`src/rtl/exc_ctrl_pkg.sv`:
```
// Shared definitions for the exception sequencer.
//   EXC_SYS / EXC_BP : ExcCode values for SYSCALL and BREAK.
//   HANDLER_VEC_DEF  : default exception handler entry address.
//   exc_state_t      : sequencer state encoding.
package exc_ctrl_pkg;

  localparam logic [5:0]  EXC_SYS         = 6'd8;
  localparam logic [5:0]  EXC_BP          = 6'd9;
  localparam logic [31:0] HANDLER_VEC_DEF = 32'h8000_0180;

  typedef enum logic [2:0] {
    ST_IDLE,
    ST_COMMIT,
    ST_FLUSH,
    ST_HANDLER,
    ST_RETURN
  } exc_state_t;

endpackage

```
`src/rtl/exc_prio_enc.sv`:
```
// Combinational priority encoder for MEM-stage trap requests.
// Priority is syscall > break > trap; lower-priority requests are dropped.
//   syscall_req, break_req, trap_req : request lines
//   trap_cause                       : ExcCode used for trap_req
//   req_valid                        : any request present
//   req_code                         : ExcCode of the winning request
module exc_prio_enc
  import exc_ctrl_pkg::*;
(
  input  logic       syscall_req,
  input  logic       break_req,
  input  logic       trap_req,
  input  logic [5:0] trap_cause,
  output logic       req_valid,
  output logic [5:0] req_code
);

  always_comb begin
    req_valid = syscall_req | break_req | trap_req;
    req_code  = '0;
    if (syscall_req)
      req_code = EXC_SYS;
    else if (break_req)
      req_code = EXC_BP;
    else if (trap_req)
      req_code = trap_cause;
  end

endmodule

```
`src/rtl/exc_ctrl.sv`:
```
// Exception sequencer between trap detection and the CP0 register block.
// Commits one exception at a time to CP0, flushes the pipeline, redirects
// the PC to the handler, tracks EXL and sequences ERET back to EPC.
//   clk, rst (async, active-low)
//   syscall_req/break_req/trap_req/trap_cause/trap_pc : MEM-stage trap requests
//   eret_req, epc_i                                   : ERET request and CP0 EPC
//   syscall_o/break_o/eret_o/cause_o/epc_o            : CP0 commit interface
//   flush_o, redirect_valid, redirect_pc              : pipeline control
//   exl_o, busy_o, double_fault_o                     : status
module exc_ctrl
  import exc_ctrl_pkg::*;
#(
  parameter logic [31:0] HANDLER_VEC  = HANDLER_VEC_DEF,
  parameter int unsigned FLUSH_CYCLES = 2
) (
  input  logic        clk,
  input  logic        rst,
  input  logic        syscall_req,
  input  logic        break_req,
  input  logic        trap_req,
  input  logic [5:0]  trap_cause,
  input  logic [31:0] trap_pc,
  input  logic        eret_req,
  input  logic [31:0] epc_i,
  output logic        syscall_o,
  output logic        break_o,
  output logic [5:0]  cause_o,
  output logic [31:0] epc_o,
  output logic        eret_o,
  output logic        flush_o,
  output logic        redirect_valid,
  output logic [31:0] redirect_pc,
  output logic        exl_o,
  output logic        busy_o,
  output logic        double_fault_o
);

  localparam logic [2:0] CNT_LOAD = 3'(FLUSH_CYCLES - 1);

  exc_state_t  state, state_n;
  logic [2:0]  cnt, cnt_n;
  logic        req_valid;
  logic [5:0]  req_code;

  logic        syscall_n, break_n, eret_n, flush_n, rv_n, exl_n, df_n;
  logic [5:0]  cause_n;
  logic [31:0] epc_n, rpc_n;

  exc_prio_enc u_prio (
    .syscall_req (syscall_req),
    .break_req   (break_req),
    .trap_req    (trap_req),
    .trap_cause  (trap_cause),
    .req_valid   (req_valid),
    .req_code    (req_code)
  );

  // Outputs are computed for the state being entered and then registered,
  // so each output value belongs to the cycle spent in state_n.
  always_comb begin
    state_n   = state;
    cnt_n     = cnt;
    syscall_n = 1'b0;
    break_n   = 1'b0;
    eret_n    = 1'b0;
    flush_n   = 1'b0;
    rv_n      = 1'b0;
    exl_n     = 1'b0;
    df_n      = double_fault_o;
    cause_n   = cause_o;
    epc_n     = epc_o;
    rpc_n     = redirect_pc;

    unique case (state)
      ST_IDLE: begin
        if (req_valid) begin
          state_n   = ST_COMMIT;
          syscall_n = syscall_req;
          break_n   = ~syscall_req & break_req;
          cause_n   = req_code;
          epc_n     = trap_pc;
          flush_n   = 1'b1;
        end
      end
      ST_COMMIT: begin
        state_n = ST_FLUSH;
        cnt_n   = CNT_LOAD;
        flush_n = 1'b1;
        if (CNT_LOAD == 3'd0) begin
          rv_n  = 1'b1;
          rpc_n = HANDLER_VEC;
        end
      end
      ST_FLUSH: begin
        if (cnt == 3'd0) begin
          state_n = ST_HANDLER;
          exl_n   = 1'b1;
        end else begin
          cnt_n   = cnt - 3'd1;
          flush_n = 1'b1;
          if (cnt == 3'd1) begin
            rv_n  = 1'b1;
            rpc_n = HANDLER_VEC;
          end
        end
      end
      ST_HANDLER: begin
        exl_n = 1'b1;
        // A nested fault beats a simultaneous ERET; CP0 is left untouched
        // so the original EPC survives.
        if (req_valid) begin
          df_n    = 1'b1;
          flush_n = 1'b1;
          rv_n    = 1'b1;
          rpc_n   = HANDLER_VEC;
        end else if (eret_req) begin
          state_n = ST_RETURN;
          eret_n  = 1'b1;
          flush_n = 1'b1;
          rv_n    = 1'b1;
          rpc_n   = epc_i;
        end
      end
      ST_RETURN: begin
        state_n = ST_IDLE;
      end
      default: begin
        state_n = ST_IDLE;
      end
    endcase
  end

  always_ff @(posedge clk or negedge rst) begin
    if (!rst) begin
      state          <= ST_IDLE;
      cnt            <= '0;
      syscall_o      <= 1'b0;
      break_o        <= 1'b0;
      eret_o         <= 1'b0;
      flush_o        <= 1'b0;
      redirect_valid <= 1'b0;
      redirect_pc    <= '0;
      cause_o        <= '0;
      epc_o          <= '0;
      exl_o          <= 1'b0;
      busy_o         <= 1'b0;
      double_fault_o <= 1'b0;
    end else begin
      state          <= state_n;
      cnt            <= cnt_n;
      syscall_o      <= syscall_n;
      break_o        <= break_n;
      eret_o         <= eret_n;
      flush_o        <= flush_n;
      redirect_valid <= rv_n;
      redirect_pc    <= rpc_n;
      cause_o        <= cause_n;
      epc_o          <= epc_n;
      exl_o          <= exl_n;
      busy_o         <= (state_n != ST_IDLE);
      double_fault_o <= df_n;
    end
  end

endmodule

```
`config.mk`:
```
export PLATFORM = sky130hd
export DESIGN_NAME = exc_ctrl
export DESIGN_NICKNAME = d
export VERILOG_FILES = /design/src/rtl/exc_ctrl_pkg.sv /design/src/rtl/exc_prio_enc.sv /design/src/rtl/exc_ctrl.sv
export SDC_FILE = /design/constraint.sdc
export NUM_CORES = 1
export LEC_CHECK = 0
export CORE_MARGIN = 8
export CORE_UTILIZATION = 42
export CTS_CLUSTER_SIZE = 20
export DETAILED_ROUTE_END_ITERATION = 12
export GPL_ROUTABILITY_DRIVEN = 1
export PLACE_DENSITY = 0.8
export SLEW_MARGIN = 25
export SYNTH_ARGS = -nofsm -noshare
export SYNTH_HDL_FRONTEND = slang
export SYNTH_HIERARCHICAL = 1
export SYNTH_SLANG_ARGS = --single-unit
```
`constraint.sdc`:
```
create_clock -name clk -period 2.1 [get_ports clk]
set_input_delay 0.315 -clock clk [delete_from_list [all_inputs] [get_ports clk]]
set_output_delay 0.315 -clock clk [all_outputs]
set_load 0.02 [all_outputs]
```
==> impl_results.md <==
* Status: complete, no violations
* Crit path max fanout at 36
* CTS Buffer Depth at 2
* Worst path max stage delay at ~0.47 ns
* Post-Syn Area per Cell at about 12 µm²
* Clock Power Share at 0.167
* Inserted Diodes at 0
* Initial antenna violation count at 0
* Die width at around 110 µm
* Core area at a little over 8000 µm²
* Post-synth cell types at 37
* Net count, final at 530
* WP data arrival at approximately 2.0 ns
* RSZ-0062 raised after global routing: no
* Post-route DRC at 0
* Hold path depth at 2
* Minimum clock period after layout at 1.788 ns
* Vias/cell at between 4 and 5
* Worst setup SP type: input pin
* Syn Nets at between 300 and 400
* Pre-CTS setup slack at -0.02296 ns
* Gpl congestion at 0.8136
* Setup violators final at 0
* Full die area at between 10000 and 15000 µm²
* Reg2Reg Depth at 7
* Cell Pwr Density at 1244 nW/µm²
* Final number of hold-violating endpoints at 0
* Die Ht at approximately 110 µm
* Relative slew margins at 0.6465
* Routed wire length at around 9500 µm
* Post-synth EDFFs at 0
* Number of buffers and inverters on the critical path at 2
* Cells after DPL at ~540
* Area growth, synth to finish at 52.43%
* Site Rows at 33
* PnR worst setup slack at between 0.3 and 0.4 ns
* RR Endpoint: redirect_pc[5]$_DFFE_PN0P_
* I/O Pins at between 150 and 200
* Detail Route Antenna Nets at 0
* CTS Buf Count at 9
* Total power at about 6.6 mW
* R2R setup slack at 0.35 ns
* Vias in the first global route at around 2900
* Leak at about 2.4 nW
* DR WL/cell at between 15 and 20 µm
* First-pass GRT wire length at 15170 µm
* Layout Skew at 0.005523 ns
* Synth Instances at around 290
* Worst Tran Pin Value at approximately 0.53 ns
* Worst-skew pair later-pin latency at 0.34 ns
* Global Route Usage Sum at 0.1680
* Achievable frequency at 559.2 MHz
* Critical R2R Launch: cnt[0]$_DFFE_PN0P_
* Clk pin slew, worst setup/hold paths at roughly 0.080 ns
* Internal Pwr Total at around 4.2 mW
* CTS tree: done
* Seq cells post-synth at 84
* Clk sinks at 84
* Total gr overflow at 0
* WHS Endpoint: redirect_pc[16]$_DFFE_PN0P_
* Most frequent cells in the layout: clkdlybuf4s50_1 (152), dfrtp_1 (84), nand2_1 (62)
* PortBufs at 153
* Final Cell Area at 5340 µm²
* Crit end category: flip-flop
* Htree depth at 3
* Routed via count at 2736
* Worst setup path start: break_req
* CP max-delay cell: clkdlybuf4s50_1
* Post-synth ARST share at 1.000
* Syn Std Cell Area at approximately 3500 µm²
* HP Start: redirect_pc[16]$_DFFE_PN0P_
* Worst hold slack at ~0.47 ns
* Fin crit share at 0.8515
* Crit path required time at between 2 and 2.5 ns
* Delay-heaviest family, CP: simple AND/OR/NAND/NOR gates
* Post-synthesis sequential area ratio at 0.6000
* Switching Fraction at 0.3634
* Largest net degree at the start of global routing at 45
* Non-filler cells, final at 560
* Post-DP HPWL at 7410 µm
* Root Buffer: clkbuf_8
* Synth warnings at 6
* Most common cell after layout, fill and taps aside: clkdlybuf4s50_1
* Sw power at 2.414 mW
* Max VDD drop at ~0.00047 V
* Min-delay worst type: reg2reg
* Crit-path cells: clkdlybuf4s50_1, or3_1, nor2_1, a2bb2oi_4, inv_4, nand3_1, nand2_1
* Critical path class: in2reg
* Share of layout cells above drive strength 1 at 0.1560
* First-pass detailed-route iteration total at 4
* Placement Cell Area at roughly 5100 µm²
* Ys flop type: dfrtp_1
* Slew Limit Fails at 0
* Starting density of the core at 0.4307
* Initial drt markers at 76
* Sequential share of power at 0.368
* Max-Cap Viols at 0
* # Post-CTS Setup Buffers at 0
* Comb power frac at 0.465
## power by group through the flow
stage	clock network [mW]	registers, mW	logic [mW]
finish	1.11	2.44	3.09
global route	1.22	2.52	3.32
CTS	1.16	2.45	3.14
detailed placement	0	2.48	3.13
global placement	0	2.45	3.07
floorplan	0	3.00	1.22
## flip-flops by register name (all words and copies together), names as in the netlist
signal	flops
epc_o	32
redirect_pc	32
cause_o	6
cnt	3
state	3
break_o	1
busy_o	1
double_fault_o	1
eret_o	1
exl_o	1
flush_o	1
redirect_valid	1
syscall_o	1
## tightest hold or removal path, cell delays in order, from the launching register on
cell	delay [ns]
dfrtp_1	0.34
nand2_1	0.05
nand2_1	0.05
## worst max-delay path by stage
stage	to	slack (ns)	cells after the start
after floorplan	redirect_pc[0]$_DFFE_PN0P_	0.47	8
after global placement	redirect_pc[31]$_DFFE_PN0P_	0.02	7
after detailed placement	redirect_pc[5]$_DFFE_PN0P_	-0.02	7
after CTS	redirect_pc[5]$_DFFE_PN0P_	0.34	7
after global routing	redirect_pc[5]$_DFFE_PN0P_	0.19	7
final	redirect_pc[5]$_DFFE_PN0P_	0.31	7
## repair_timing
action	CTS	global route
hold endpoints to repair	40	0
gates resized for setup	0	0
setup endpoints to repair	0	0
hold buffers	1	0
## cells by family (layout without fill, tap and decap cells)
kind of cell             count (synthesis)  after routing  share of synthesized area
AND/OR/NAND/NOR                        123            123                     0.1714
multiplexers                            38             38                     0.1221
adder cells (fa/ha/maj)                  3              3                    0.01072
AO/OA/AOI/OAI                           21             21                    0.04358
flip-flops                              84             84                     0.6000
buffers and inverters                   23            186                    0.05214
## layer usage
layer,routed length [µm],vias to the layer above,share of wire,GRT usage
li1,-,1306,-,-
met2,4162,127,0.44,0.2577
met5,0,-,0,0
met3,1117,16,0.12,0.07186
met1,4003,1287,0.42,0.2028
met4,186,0,0.020,0.07037
## Yosys cell counts (4+ instances only)
master   instances  area (µm²)
a21oi_1          8       40.04
and3_1           4       25.02
buf_6           11       123.9
dfrtp_1         84        2102
inv_1            4       15.01
mux2_2          36       405.4
nand2_1         62       232.7
nand3_1         29       145.1
nor2_1           8       30.03
o21ai_0          4       20.02
## metrics by stage
step / TNS [ns] / utilization
3_3_place_gp: 0 / 0.6317
5_1_grt: 0 / 0.6565
2_1_floorplan: 0 / -
3_5_place_dp: -0.06310 / 0.6317
4_1_cts: 0 / 0.6565
6_report: 0 / 0.6565
## layout make-up
cell class,instances,area (µm²)
fill,602,2794
tap,105,131.4
multi-input combinational,185,1219
inverter,6,25.02
clock inverter,4,50.05
timing repair buffer,165,1672
sequential,84,2102
clock buffer,11,141.4
Power figures use the tool's default switching activity.
